--- src/rtl/mips_mem_pkg.sv ---
// Shared encodings for the MEM-stage load/store sequencer: size codes, FSM states,
// byte-enable patterns and the alignment / lane helpers used by the control path.
package mips_mem_pkg;

    typedef enum logic [1:0] {
        SZ_WORD = 2'b00,
        SZ_BYTE = 2'b01,
        SZ_HALF = 2'b10,
        SZ_ILL  = 2'b11
    } size_e;

    typedef enum logic [1:0] {
        ST_IDLE = 2'b00,
        ST_REQ  = 2'b01,
        ST_WAIT = 2'b10,
        ST_DONE = 2'b11
    } state_e;

    localparam logic [3:0] BE_NONE    = 4'b0000;
    localparam logic [3:0] BE_BYTE0   = 4'b0001;
    localparam logic [3:0] BE_HALF_LO = 4'b0011;
    localparam logic [3:0] BE_HALF_HI = 4'b1100;
    localparam logic [3:0] BE_WORD    = 4'b1111;

    function automatic logic is_aligned(input logic [1:0] size, input logic [1:0] addr_lo);
        logic ok;
        ok = 1'b0;
        case (size)
            SZ_WORD: ok = (addr_lo == 2'b00);
            SZ_HALF: ok = ~addr_lo[0];
            SZ_BYTE: ok = 1'b1;
            default: ok = 1'b0;
        endcase
        return ok;
    endfunction

    function automatic logic [3:0] access_be(input logic [1:0] size, input logic [1:0] addr_lo);
        logic [3:0] be;
        be = BE_NONE;
        case (size)
            SZ_WORD: be = BE_WORD;
            SZ_HALF: be = addr_lo[1] ? BE_HALF_HI : BE_HALF_LO;
            SZ_BYTE: be = BE_BYTE0 << addr_lo;
            default: be = BE_NONE;
        endcase
        return be;
    endfunction

endpackage

--- src/rtl/mem_access_sequencer_if.sv ---
// Data-memory bus between the sequencer (master) and the memory (slave).
// The master holds req and the address/data/enables stable until gnt is seen;
// read data is accepted on rvalid only in the cycle after the grant or later.
interface mem_access_sequencer_if #(
    parameter int NBITS = 32
);
    logic             mem_req;
    logic             mem_we;
    logic [NBITS-1:0] mem_addr;
    logic [NBITS-1:0] mem_wdata;
    logic [3:0]       mem_be;
    logic             mem_gnt;
    logic             mem_rvalid;
    logic [NBITS-1:0] mem_rdata;

    modport master (
        output mem_req, mem_we, mem_addr, mem_wdata, mem_be,
        input  mem_gnt, mem_rvalid, mem_rdata
    );

    modport slave (
        input  mem_req, mem_we, mem_addr, mem_wdata, mem_be,
        output mem_gnt, mem_rvalid, mem_rdata
    );
endinterface

--- src/rtl/load_lane_extend.sv ---
// Little-endian lane select and sign/zero extension of a loaded word.
module load_lane_extend
    import mips_mem_pkg::*;
#(
    parameter int NBITS = 32
) (
    input  logic [NBITS-1:0] i_rdata,
    input  logic [1:0]       i_addr_lo,
    input  logic [1:0]       i_size,
    input  logic             i_unsigned,
    output logic [NBITS-1:0] o_result
);
    logic [7:0]  byte_lane;
    logic [15:0] half_lane;
    logic        pad_bit;

    always_comb begin
        byte_lane = i_rdata[{i_addr_lo, 3'b000} +: 8];
        half_lane = i_rdata[{i_addr_lo[1], 4'b0000} +: 16];
        pad_bit   = 1'b0;
        o_result  = i_rdata;
        case (i_size)
            SZ_BYTE: begin
                pad_bit  = ~i_unsigned & byte_lane[7];
                o_result = {{(NBITS-8){pad_bit}}, byte_lane};
            end
            SZ_HALF: begin
                pad_bit  = ~i_unsigned & half_lane[15];
                o_result = {{(NBITS-16){pad_bit}}, half_lane};
            end
            default: o_result = i_rdata;
        endcase
    end
endmodule

--- src/rtl/mem_access_sequencer.sv ---
// MEM-stage load/store sequencer: one access per instruction, alignment check,
// req/gnt/rvalid sequencing with a watchdog, and a pipeline stall until retirement.
module mem_access_sequencer
    import mips_mem_pkg::*;
#(
    parameter int NBITS    = 32,
    parameter int TNBITS   = 2,
    parameter int TOUT_CYC = 16
) (
    input  logic                   i_clk,
    input  logic                   i_reset,
    input  logic                   i_valid,
    input  logic                   i_load,
    input  logic                   i_store,
    input  logic [NBITS-1:0]       i_addr,
    input  logic [NBITS-1:0]       i_wdata,
    input  logic [TNBITS-1:0]      i_size,
    input  logic                   i_unsigned,
    output logic                   o_stall,
    output logic                   o_done,
    output logic [NBITS-1:0]       o_rdata,
    output logic                   o_err_align,
    output logic                   o_err_tout,
    output state_e                 o_dbg_state,
    mem_access_sequencer_if.master mem
);
    localparam int            CW        = $clog2(TOUT_CYC + 1);
    localparam logic [CW-1:0] TOUT_LAST = CW'(TOUT_CYC - 1);

    state_e              state_q, state_d;
    logic [CW-1:0]       cnt_q, cnt_d;
    logic [NBITS-1:0]    addr_q, addr_d;
    logic [NBITS-1:0]    wdata_q, wdata_d;
    logic [TNBITS-1:0]   size_q, size_d;
    logic                uns_q, uns_d;
    logic                is_load_q, is_load_d;
    logic                err_align_q, err_align_d;
    logic                err_tout_q, err_tout_d;
    logic [NBITS-1:0]    rdata_q, rdata_d;

    logic                start;
    logic                aligned;
    logic                tout_hit;
    logic [NBITS-1:0]    ext_result;
    logic [NBITS-1:0]    lane_wdata;

    assign start    = i_valid & (i_load | i_store);
    assign aligned  = is_aligned(i_size[1:0], i_addr[1:0]);
    assign tout_hit = (cnt_q == TOUT_LAST);

    load_lane_extend #(.NBITS(NBITS)) u_extend (
        .i_rdata    (mem.mem_rdata),
        .i_addr_lo  (addr_q[1:0]),
        .i_size     (size_q[1:0]),
        .i_unsigned (uns_q),
        .o_result   (ext_result)
    );

    always_ff @(posedge i_clk) begin
        if (i_reset) begin
            state_q     <= ST_IDLE;
            cnt_q       <= '0;
            addr_q      <= '0;
            wdata_q     <= '0;
            size_q      <= '0;
            uns_q       <= 1'b0;
            is_load_q   <= 1'b0;
            err_align_q <= 1'b0;
            err_tout_q  <= 1'b0;
            rdata_q     <= '0;
        end else begin
            state_q     <= state_d;
            cnt_q       <= cnt_d;
            addr_q      <= addr_d;
            wdata_q     <= wdata_d;
            size_q      <= size_d;
            uns_q       <= uns_d;
            is_load_q   <= is_load_d;
            err_align_q <= err_align_d;
            err_tout_q  <= err_tout_d;
            rdata_q     <= rdata_d;
        end
    end

    // Watchdog restarts on every state change; a grant or rvalid on the last
    // allowed cycle still wins over the timeout.
    always_comb begin
        state_d     = state_q;
        cnt_d       = cnt_q;
        addr_d      = addr_q;
        wdata_d     = wdata_q;
        size_d      = size_q;
        uns_d       = uns_q;
        is_load_d   = is_load_q;
        err_align_d = err_align_q;
        err_tout_d  = err_tout_q;
        rdata_d     = rdata_q;
        case (state_q)
            ST_IDLE: begin
                if (start) begin
                    addr_d      = i_addr;
                    wdata_d     = i_wdata;
                    size_d      = i_size;
                    uns_d       = i_unsigned;
                    is_load_d   = i_load;
                    err_align_d = ~aligned;
                    err_tout_d  = 1'b0;
                    cnt_d       = '0;
                    state_d     = aligned ? ST_REQ : ST_DONE;
                end
            end
            ST_REQ: begin
                if (mem.mem_gnt) begin
                    cnt_d   = '0;
                    state_d = is_load_q ? ST_WAIT : ST_DONE;
                end else if (tout_hit) begin
                    cnt_d      = '0;
                    err_tout_d = 1'b1;
                    state_d    = ST_DONE;
                end else begin
                    cnt_d = cnt_q + 1'b1;
                end
            end
            ST_WAIT: begin
                if (mem.mem_rvalid) begin
                    rdata_d = ext_result;
                    cnt_d   = '0;
                    state_d = ST_DONE;
                end else if (tout_hit) begin
                    cnt_d      = '0;
                    err_tout_d = 1'b1;
                    state_d    = ST_DONE;
                end else begin
                    cnt_d = cnt_q + 1'b1;
                end
            end
            default: begin
                cnt_d   = '0;
                state_d = ST_IDLE;
            end
        endcase
    end

    always_comb begin
        lane_wdata = wdata_q;
        case (size_q[1:0])
            SZ_BYTE: lane_wdata = {(NBITS/8){wdata_q[7:0]}};
            SZ_HALF: lane_wdata = {(NBITS/16){wdata_q[15:0]}};
            default: lane_wdata = wdata_q;
        endcase
    end

    // Bus outputs are only non-zero while requesting, so memory never sees an
    // enable outside a real access.
    always_comb begin
        o_stall       = ((state_q == ST_IDLE) & start) | (state_q == ST_REQ) | (state_q == ST_WAIT);
        o_done        = (state_q == ST_DONE);
        o_err_align   = (state_q == ST_DONE) & err_align_q;
        o_err_tout    = (state_q == ST_DONE) & err_tout_q;
        o_rdata       = rdata_q;
        o_dbg_state   = state_q;
        mem.mem_req   = 1'b0;
        mem.mem_we    = 1'b0;
        mem.mem_addr  = '0;
        mem.mem_wdata = '0;
        mem.mem_be    = BE_NONE;
        if (state_q == ST_REQ) begin
            mem.mem_req   = 1'b1;
            mem.mem_we    = ~is_load_q;
            mem.mem_addr  = {addr_q[NBITS-1:2], 2'b00};
            mem.mem_be    = access_be(size_q[1:0], addr_q[1:0]);
            mem.mem_wdata = is_load_q ? '0 : lane_wdata;
        end
    end

endmodule

--- src/flat_wrapper.sv ---
// flat-port wrapper written by rule: the top's interface ports become plain ports
module mem_access_sequencer_flat import mips_mem_pkg::*;
#(
    parameter int NBITS    = 32,
    parameter int TNBITS   = 2,
    parameter int TOUT_CYC = 16
)
  (i_clk, i_reset, i_valid, i_load, i_store, i_addr, i_wdata, i_size, i_unsigned, o_stall, o_done, o_rdata, o_err_align, o_err_tout, o_dbg_state, mem_mem_req, mem_mem_we, mem_mem_addr, mem_mem_wdata, mem_mem_be, mem_mem_gnt, mem_mem_rvalid, mem_mem_rdata);
  mem_access_sequencer_if #(.NBITS(NBITS)) mem_i ();
  input  logic i_clk;
  input  logic i_reset;
  input  logic i_valid;
  input  logic i_load;
  input  logic i_store;
  input  logic [NBITS-1:0] i_addr;
  input  logic [NBITS-1:0] i_wdata;
  input  logic [TNBITS-1:0] i_size;
  input  logic i_unsigned;
  output logic o_stall;
  output logic o_done;
  output logic [NBITS-1:0] o_rdata;
  output logic o_err_align;
  output logic o_err_tout;
  output state_e o_dbg_state;
  output wire logic [$bits(mem_i.mem_req)-1:0] mem_mem_req;
  output wire logic [$bits(mem_i.mem_we)-1:0] mem_mem_we;
  output wire logic [$bits(mem_i.mem_addr)-1:0] mem_mem_addr;
  output wire logic [$bits(mem_i.mem_wdata)-1:0] mem_mem_wdata;
  output wire logic [$bits(mem_i.mem_be)-1:0] mem_mem_be;
  input wire logic [$bits(mem_i.mem_gnt)-1:0] mem_mem_gnt;
  input wire logic [$bits(mem_i.mem_rvalid)-1:0] mem_mem_rvalid;
  input wire logic [$bits(mem_i.mem_rdata)-1:0] mem_mem_rdata;
  assign mem_mem_req = mem_i.mem_req;
  assign mem_mem_we = mem_i.mem_we;
  assign mem_mem_addr = mem_i.mem_addr;
  assign mem_mem_wdata = mem_i.mem_wdata;
  assign mem_mem_be = mem_i.mem_be;
  assign mem_i.mem_gnt = mem_mem_gnt;
  assign mem_i.mem_rvalid = mem_mem_rvalid;
  assign mem_i.mem_rdata = mem_mem_rdata;
  mem_access_sequencer #(.NBITS(NBITS), .TNBITS(TNBITS), .TOUT_CYC(TOUT_CYC)) u_core (.i_clk(i_clk), .i_reset(i_reset), .i_valid(i_valid), .i_load(i_load), .i_store(i_store), .i_addr(i_addr), .i_wdata(i_wdata), .i_size(i_size), .i_unsigned(i_unsigned), .o_stall(o_stall), .o_done(o_done), .o_rdata(o_rdata), .o_err_align(o_err_align), .o_err_tout(o_err_tout), .o_dbg_state(o_dbg_state), .mem(mem_i));
endmodule
--- config.mk ---
export PLATFORM = sky130hd
export DESIGN_NAME = mem_access_sequencer_flat
export DESIGN_NICKNAME = d
export VERILOG_FILES = /design/src/rtl/mips_mem_pkg.sv /design/src/rtl/mem_access_sequencer_if.sv /design/src/rtl/load_lane_extend.sv /design/src/rtl/mem_access_sequencer.sv /design/src/flat_wrapper.sv
export SDC_FILE = /design/constraint.sdc
export NUM_CORES = 1
export LEC_CHECK = 0
export CAP_MARGIN = 20
export CORE_ASPECT_RATIO = 0.6
export CORE_UTILIZATION = 44
export DETAILED_ROUTE_END_ITERATION = 6
export PLACE_DENSITY_LB_ADDON = 0.05
export SLEW_MARGIN = 30
export SYNTH_ARGS = -nofsm -noshare
export SYNTH_HDL_FRONTEND = slang
export SYNTH_SLANG_ARGS = --single-unit
--- constraint.sdc ---
create_clock -name i_clk -period 2.5 [get_ports i_clk]
set_input_delay 0.5 -clock i_clk [delete_from_list [all_inputs] [get_ports i_clk]]
set_output_delay 0.5 -clock i_clk [all_outputs]
set_load 0.01 [all_outputs]
==> run metrics <==
worst hold start=u_core.addr_q[27]$_SDFFE_PP0P_; DR vias=5712; final max-slew violation count=0; Total GRT Usage=27.6%; total gr overflow=0; Final WS setup=-158 ps; startpoint class of the critical path=flop; crit path cell chain=buf_4 -> ha_1 -> buf_6 -> a221oi_1 -> nor3_1 -> clkdlybuf4s50_1; Yosys top cell by area=dfxtp_1; Sink Count=109; period utilization=106%; max incr delay on CP=520 ps; Pre-Repair DR Iteration Count=5; Worst setup EP type=output pin; FILL cells=983; Distinct cells, synth=49; power per cell area=799 nW/µm²; # port buffers=211; # DRC=0; unrepaired setup endpoints after global routing=yes; worst setup path class=reg2out; die width=144 µm; final setup vio count=3; CORE AREA=11500 µm²; synthesis-to-finish area growth=50.1%; Cell Rows=30; drt wl/cell=16.5 µm; Yosys warning total=0; minimum clock period=2660 ps; cts hold-fix bufs=0; cells after synthesis=705; Leak Pwr=3.14 nW; DP HPWL=12700 µm; sequential-to-total area share from yosys stat=41.1%; Max-cap violations=0; clock slew at reported path FFs=70 ps; Crit path required time=2000 ps; most common cell after layout, fill and taps aside=clkdlybuf4s50_1; CP Data Arrival Time=2160 ps; status=finished, violations left; Hold Vio Cnt, Final=0; routed vias/inst=5.36; CTS H-tree depth=3; root buffer cell=clkbuf_16; Slew headroom=51.8%; nets=1017; Seq cells post-synth=109; global-route wire length before repair=26800 µm; share of cells above drive strength 1=7.96%; violated checks=setup timing; syn_area_per_cell=7.54 µm²; dpl ws=-51.1 ps; starting density of the core=46.1%; Synth area leaders=dfxtp_1, nand2_1, a21oi_1; clock skew=6.07 ps; antenna diode count=0; Max FO, Critical Path=13; initial antenna violation count=0; grt met2 use=42.3%; Reg2Reg Launch Point=u_core.o_dbg_state[0]$_SDFFE_PP0N_; Hold Slack=452 ps; gpl congestion=0.875; Die H=87.1 µm; critical path's slowest cell=clkdlybuf4s50_1; Mapped Area=5320 µm²; Worst-Margin Slew=723 ps; Largest delay share family, worst path=buffers and inverters; CTS tree=built; Antenna Nets Post-Route=0; met3 Use GR=7.75%; Post-synth EDFFs=0; Most Crowded Layer GR=met2; met1 usage=38.8%; clk_lat worst skew=340 ps; clk buf depth=2; vias in the first global route=5169; Initial DRC Count=286; ys async rst share=0%; largest net degree at the start of global routing=87; worst path buffer plus inverter count=3; IO Pins=214; most frequent cells in the layout=clkdlybuf4s50_1, nand2_1, dfxtp_1, a21oi_1, nor2_1; Hold Crit Class=reg2reg; WL final=17500 µm; top_reg_cell synth=dfxtp_1; peak supply drop=0.000549 V; die area=12500 µm²; fmax=376 MHz; Crit. Startpoint=u_core.size_q[0]$_SDFFE_PP0P_; CTS buffer count=9; Yosys top cell area share=41.1%
[report_power, final]
part           internal, mW  switching (mW)  total (mW)
registers              2.04           0.208        2.25
clock network         0.899           0.616        1.51
logic                  1.15            1.47        2.62
total                  4.09            2.29        6.38
[state kept, by name (all words and copies together), names as in the netlist]
| name | count |
|---|---|
| u_core.is_load_q | 1 |
| u_core.err_tout_q | 1 |
| u_core.addr_q | 32 |
| u_core.wdata_q | 32 |
| u_core.uns_q | 1 |
| u_core.cnt_q | 5 |
| u_core.o_dbg_state | 2 |
| u_core.err_align_q | 1 |
| u_core.size_q | 2 |
| u_core.o_rdata | 32 |
[cell type report]
type / count / area, µm² / area share [%]
clock buffers: 11 / 243 / 3.04
clock inverters: 4 / 72.6 / 0.909
inverters: 13 / 56.3 / 0.706
multi-input cells: 530 / 2900 / 36.3
flip-flops and latches: 109 / 2180 / 27.4
well taps: 160 / 200 / 2.51
repair buffers: 238 / 2330 / 29.2
[per-layer routing]
metal / routed length (µm) / part of all wire, %
met1: 8180 / 47
met2: 7590 / 43
met3: 1660 / 9.5
met4: 109 / 0.62
met5: 0 / 0
[path summary, 6_finish.rpt]
path	end	slack [ps]	cells after the start
setup / recovery	mem_mem_wdata[27]	-160	6
hold / removal	u_core.addr_q[27]$_SDFFE_PP0P_	450	2
setup reg to reg	u_core.err_align_q$_SDFFE_PP0P_	480	8
hold reg to reg	u_core.addr_q[27]$_SDFFE_PP0P_	450	2
[stage by stage]
stage | util, % | instance area, µm² | power (mW) | cells | setup TNS (ps)
floorplan | - | 5320 | 3.69 | 706 | 0
global placement | 65.7 | 7580 | 4.74 | 1049 | -69.9
detailed placement | 65.7 | 7580 | 4.82 | 1049 | -311
CTS | 68.9 | 7940 | 6.35 | 1065 | -640
global route | 69.3 | 7980 | 6.75 | 1065 | -873
finish | 69.3 | 7980 | 6.38 | 1065 | -371
[worst register-to-register path, stage by stage, from the launching register on]
cell      delay [ps]
dfxtp_2          340
buf_4            150
inv_1             70
ha_1             160
inv_1             90
nor2_4           110
buf_4            570
o311ai_0         310
a21oi_1          170
[repair_timing]
item | in CTS | in global routing
pin swaps | 1 | 1
gates resized for setup | 50 | 17
setup buffers | 1 | 0
setup endpoints to repair | 43 | 25
[synth_stat cells (5+ instances only)]
library cell and number:
o21ai_0 32, buf_2 16, nor2_1 57, ha_1 10
nand2_1 171, mux2i_1 8, a22o_1 8, nand2b_1 5
dfxtp_1 109, inv_1 12, a22oi_1 15, buf_6 5
a221oi_1 7, a31oi_1 8, nand3_1 5, a21oi_1 106
a211oi_1 10, nor3_1 11, and2_1 44, clkbuf_1 28
[kinds of logic (layout without fill, tap and decap cells)]
logic type / Yosys count / in the layout / synth area share, %
and+or+nand+nor: 302 / 302 / 24.6
AOI/OAI and AO/OA: 207 / 207 / 24.1
DFF: 109 / 109 / 41.1
buffers and inverters: 67 / 266 / 6.10
adders and majority gates: 10 / 10 / 2.35
muxes: 9 / 9 / 1.77
other: 1 / 2 / 0.0706
Power figures use the tool's default switching activity.
==> patch: new RTL, same flow settings <==
Make the reset (`i_reset`) asynchronous in one clocked block.
--- a/src/rtl/mem_access_sequencer.sv
+++ b/src/rtl/mem_access_sequencer.sv
@@ -57,5 +57,5 @@
     );
 
-    always_ff @(posedge i_clk) begin
+    always_ff @(posedge i_clk or posedge i_reset) begin
         if (i_reset) begin
             state_q     <= ST_IDLE;
Function: differs if i_reset is asserted again (counterexample within 4 cycles, from zero or initial values and one cycle with i_reset high); with i_reset held inactive, the same outputs for 4 cycles.
==> patch against the unedited design <==
- setup slack better by 160 ps
- the flow still finishes with violations (negative setup slack)
- largest cell class unchanged
- clock skew is 0.70 ps higher
- sequential cell count stayed put
- die area is 7.0% higher
- wire length is 2.3% lower
- cell count is 14% lower
- non-clock buffer count is 1 higher
- final area is 6.3% higher
- synthesized area is 7.1% higher
- synthesized cell count is 23% lower
- maximum frequency is 6.2% higher
Power is not compared: it rests on default switching activity, and its combinational part moved more than twofold at a synthesized area within 25%.
==> patch: results (changes against the unedited design) <==
Synthesis
  • Count of cell types in the netlist: 46 (was 49)
  • Synth Area in Adders: 1.98% (was 2.35%)
  • Mux contribution to synthesized area: 15.5% (was 1.77%)
  • Sequential area share after synthesis: 47.9% (was 41.1%)

Global route
  • GRT Util Overall: 25.9% (was 27.6%)
  • Largest net degree at the start of global routing: 71 (was 87)
  • Vias in the first global route: 4943 (was 5169)

Worst setup path
  • Worst r2r dst: u_core.o_rdata[20] (was u_core.err_align_q)
  • Worst Reg-to-Reg Cells: 7 (was 8)
  • Worst R2R Start: u_core.size_q[0] (was u_core.o_dbg_state[0])
  • CP max stage cell: dfrtp_1 (was clkdlybuf4s50_1)
  • R2r setup slk: 280 ps (was 480 ps)

Timing
  • WHS: 405 ps (was 452 ps)
  • Slew headroom: 66.1% (was 51.8%)
  • Final WS setup: -3.16 ps (was -158 ps)
  • Setup Skew: 6.77 ps (was 6.07 ps)
  • Setup violators final: 1 (was 3)

Worst hold path
  • Hold crit path type: in -> async (was reg -> reg)

Status
  • Status: complete, but fails checks (unchanged)
  • Failing checks: negative setup slack (unchanged)

Finish
  • Register Area: 2730 um2 (was 2180 um2)
  • Nets: 865 (was 1017)
  • Multi-input gates: 381 (was 530)
  • Clock buf/inv share: 3.45% (was 3.95%)
  • Area of the multi-input gates: 2850 um2 (was 2900 um2)

Placed design
  • Final HPWL DP: 12700 um (about the same)
  • Post-Place Setup Slack: -51.9 ps (was -51.1 ps)

Routing
  • Final Routed Wirelength: 17100 um (was 17500 um)
  • First-iteration detailed-routing DRC count: 360 (was 286)
==> patch: cell count changes after synthesis, moves of 15 or more <==
cell and change:
nor3b_1 +15, dfxtp_1 -109, nand2_1 -128, mux2_2 +75, a21oi_1 -64, nor2_1 -30
dfrtp_1 +109
==> patch: worst max path at each step <==
stage                   endpoint  slack (ps)  cells after the start
2_1_floorplan  mem_mem_wdata[26]         340                      7
4_1_cts        mem_mem_wdata[18]           4                      8
3_3_place_gp   mem_mem_wdata[22]          60                      7
6_report       mem_mem_wdata[18]          -3                      8
3_5_place_dp   mem_mem_wdata[30]         -50                      6
5_1_grt        mem_mem_wdata[18]         -60                      8
==> patch: metal layers <==
metal | GRT usage (%) | vias up | part of all wire [%]
li1 | - | 2328 | -
met1 | 37.2 | 2420 | 47
met2 | 37.8 | 180 | 44
met3 | 7.56 | 22 | 7.1
met4 | 6.72 | 0 | 1.6
met5 | 0 | - | 0
==> patch: power by group through the flow <==
stage	Clock, mW	Sequential (mW)	Combinational (mW)
3_5_place_dp	0	3.16	5.08
4_1_cts	1.45	3.15	5.22
5_1_grt	1.53	3.28	5.85
3_3_place_gp	0	3.14	4.98
6_report	1.43	3.19	5.39
2_1_floorplan	0	3.09	2.93
==> patch: stage by stage <==
step | area [um2] | setup TNS (ps) | instances
after detailed placement | 8060 | -94.4 | 899
after global routing | 8490 | -246 | 919
final | 8490 | -3.16 | 919
after CTS | 8410 | 0 | 918
after global placement | 8060 | 0 | 899
after floorplan | 5700 | 0 | 541
==> patch: what timing repair did <==
item                                   4_1_cts  5_1_grt
setup endpoints to repair                   68       33
endpoints found under the hold margin        0        0
gates resized for setup                     49       28
setup buffers                                4        0
cloned                                       0        1
pin swaps                                    2        5
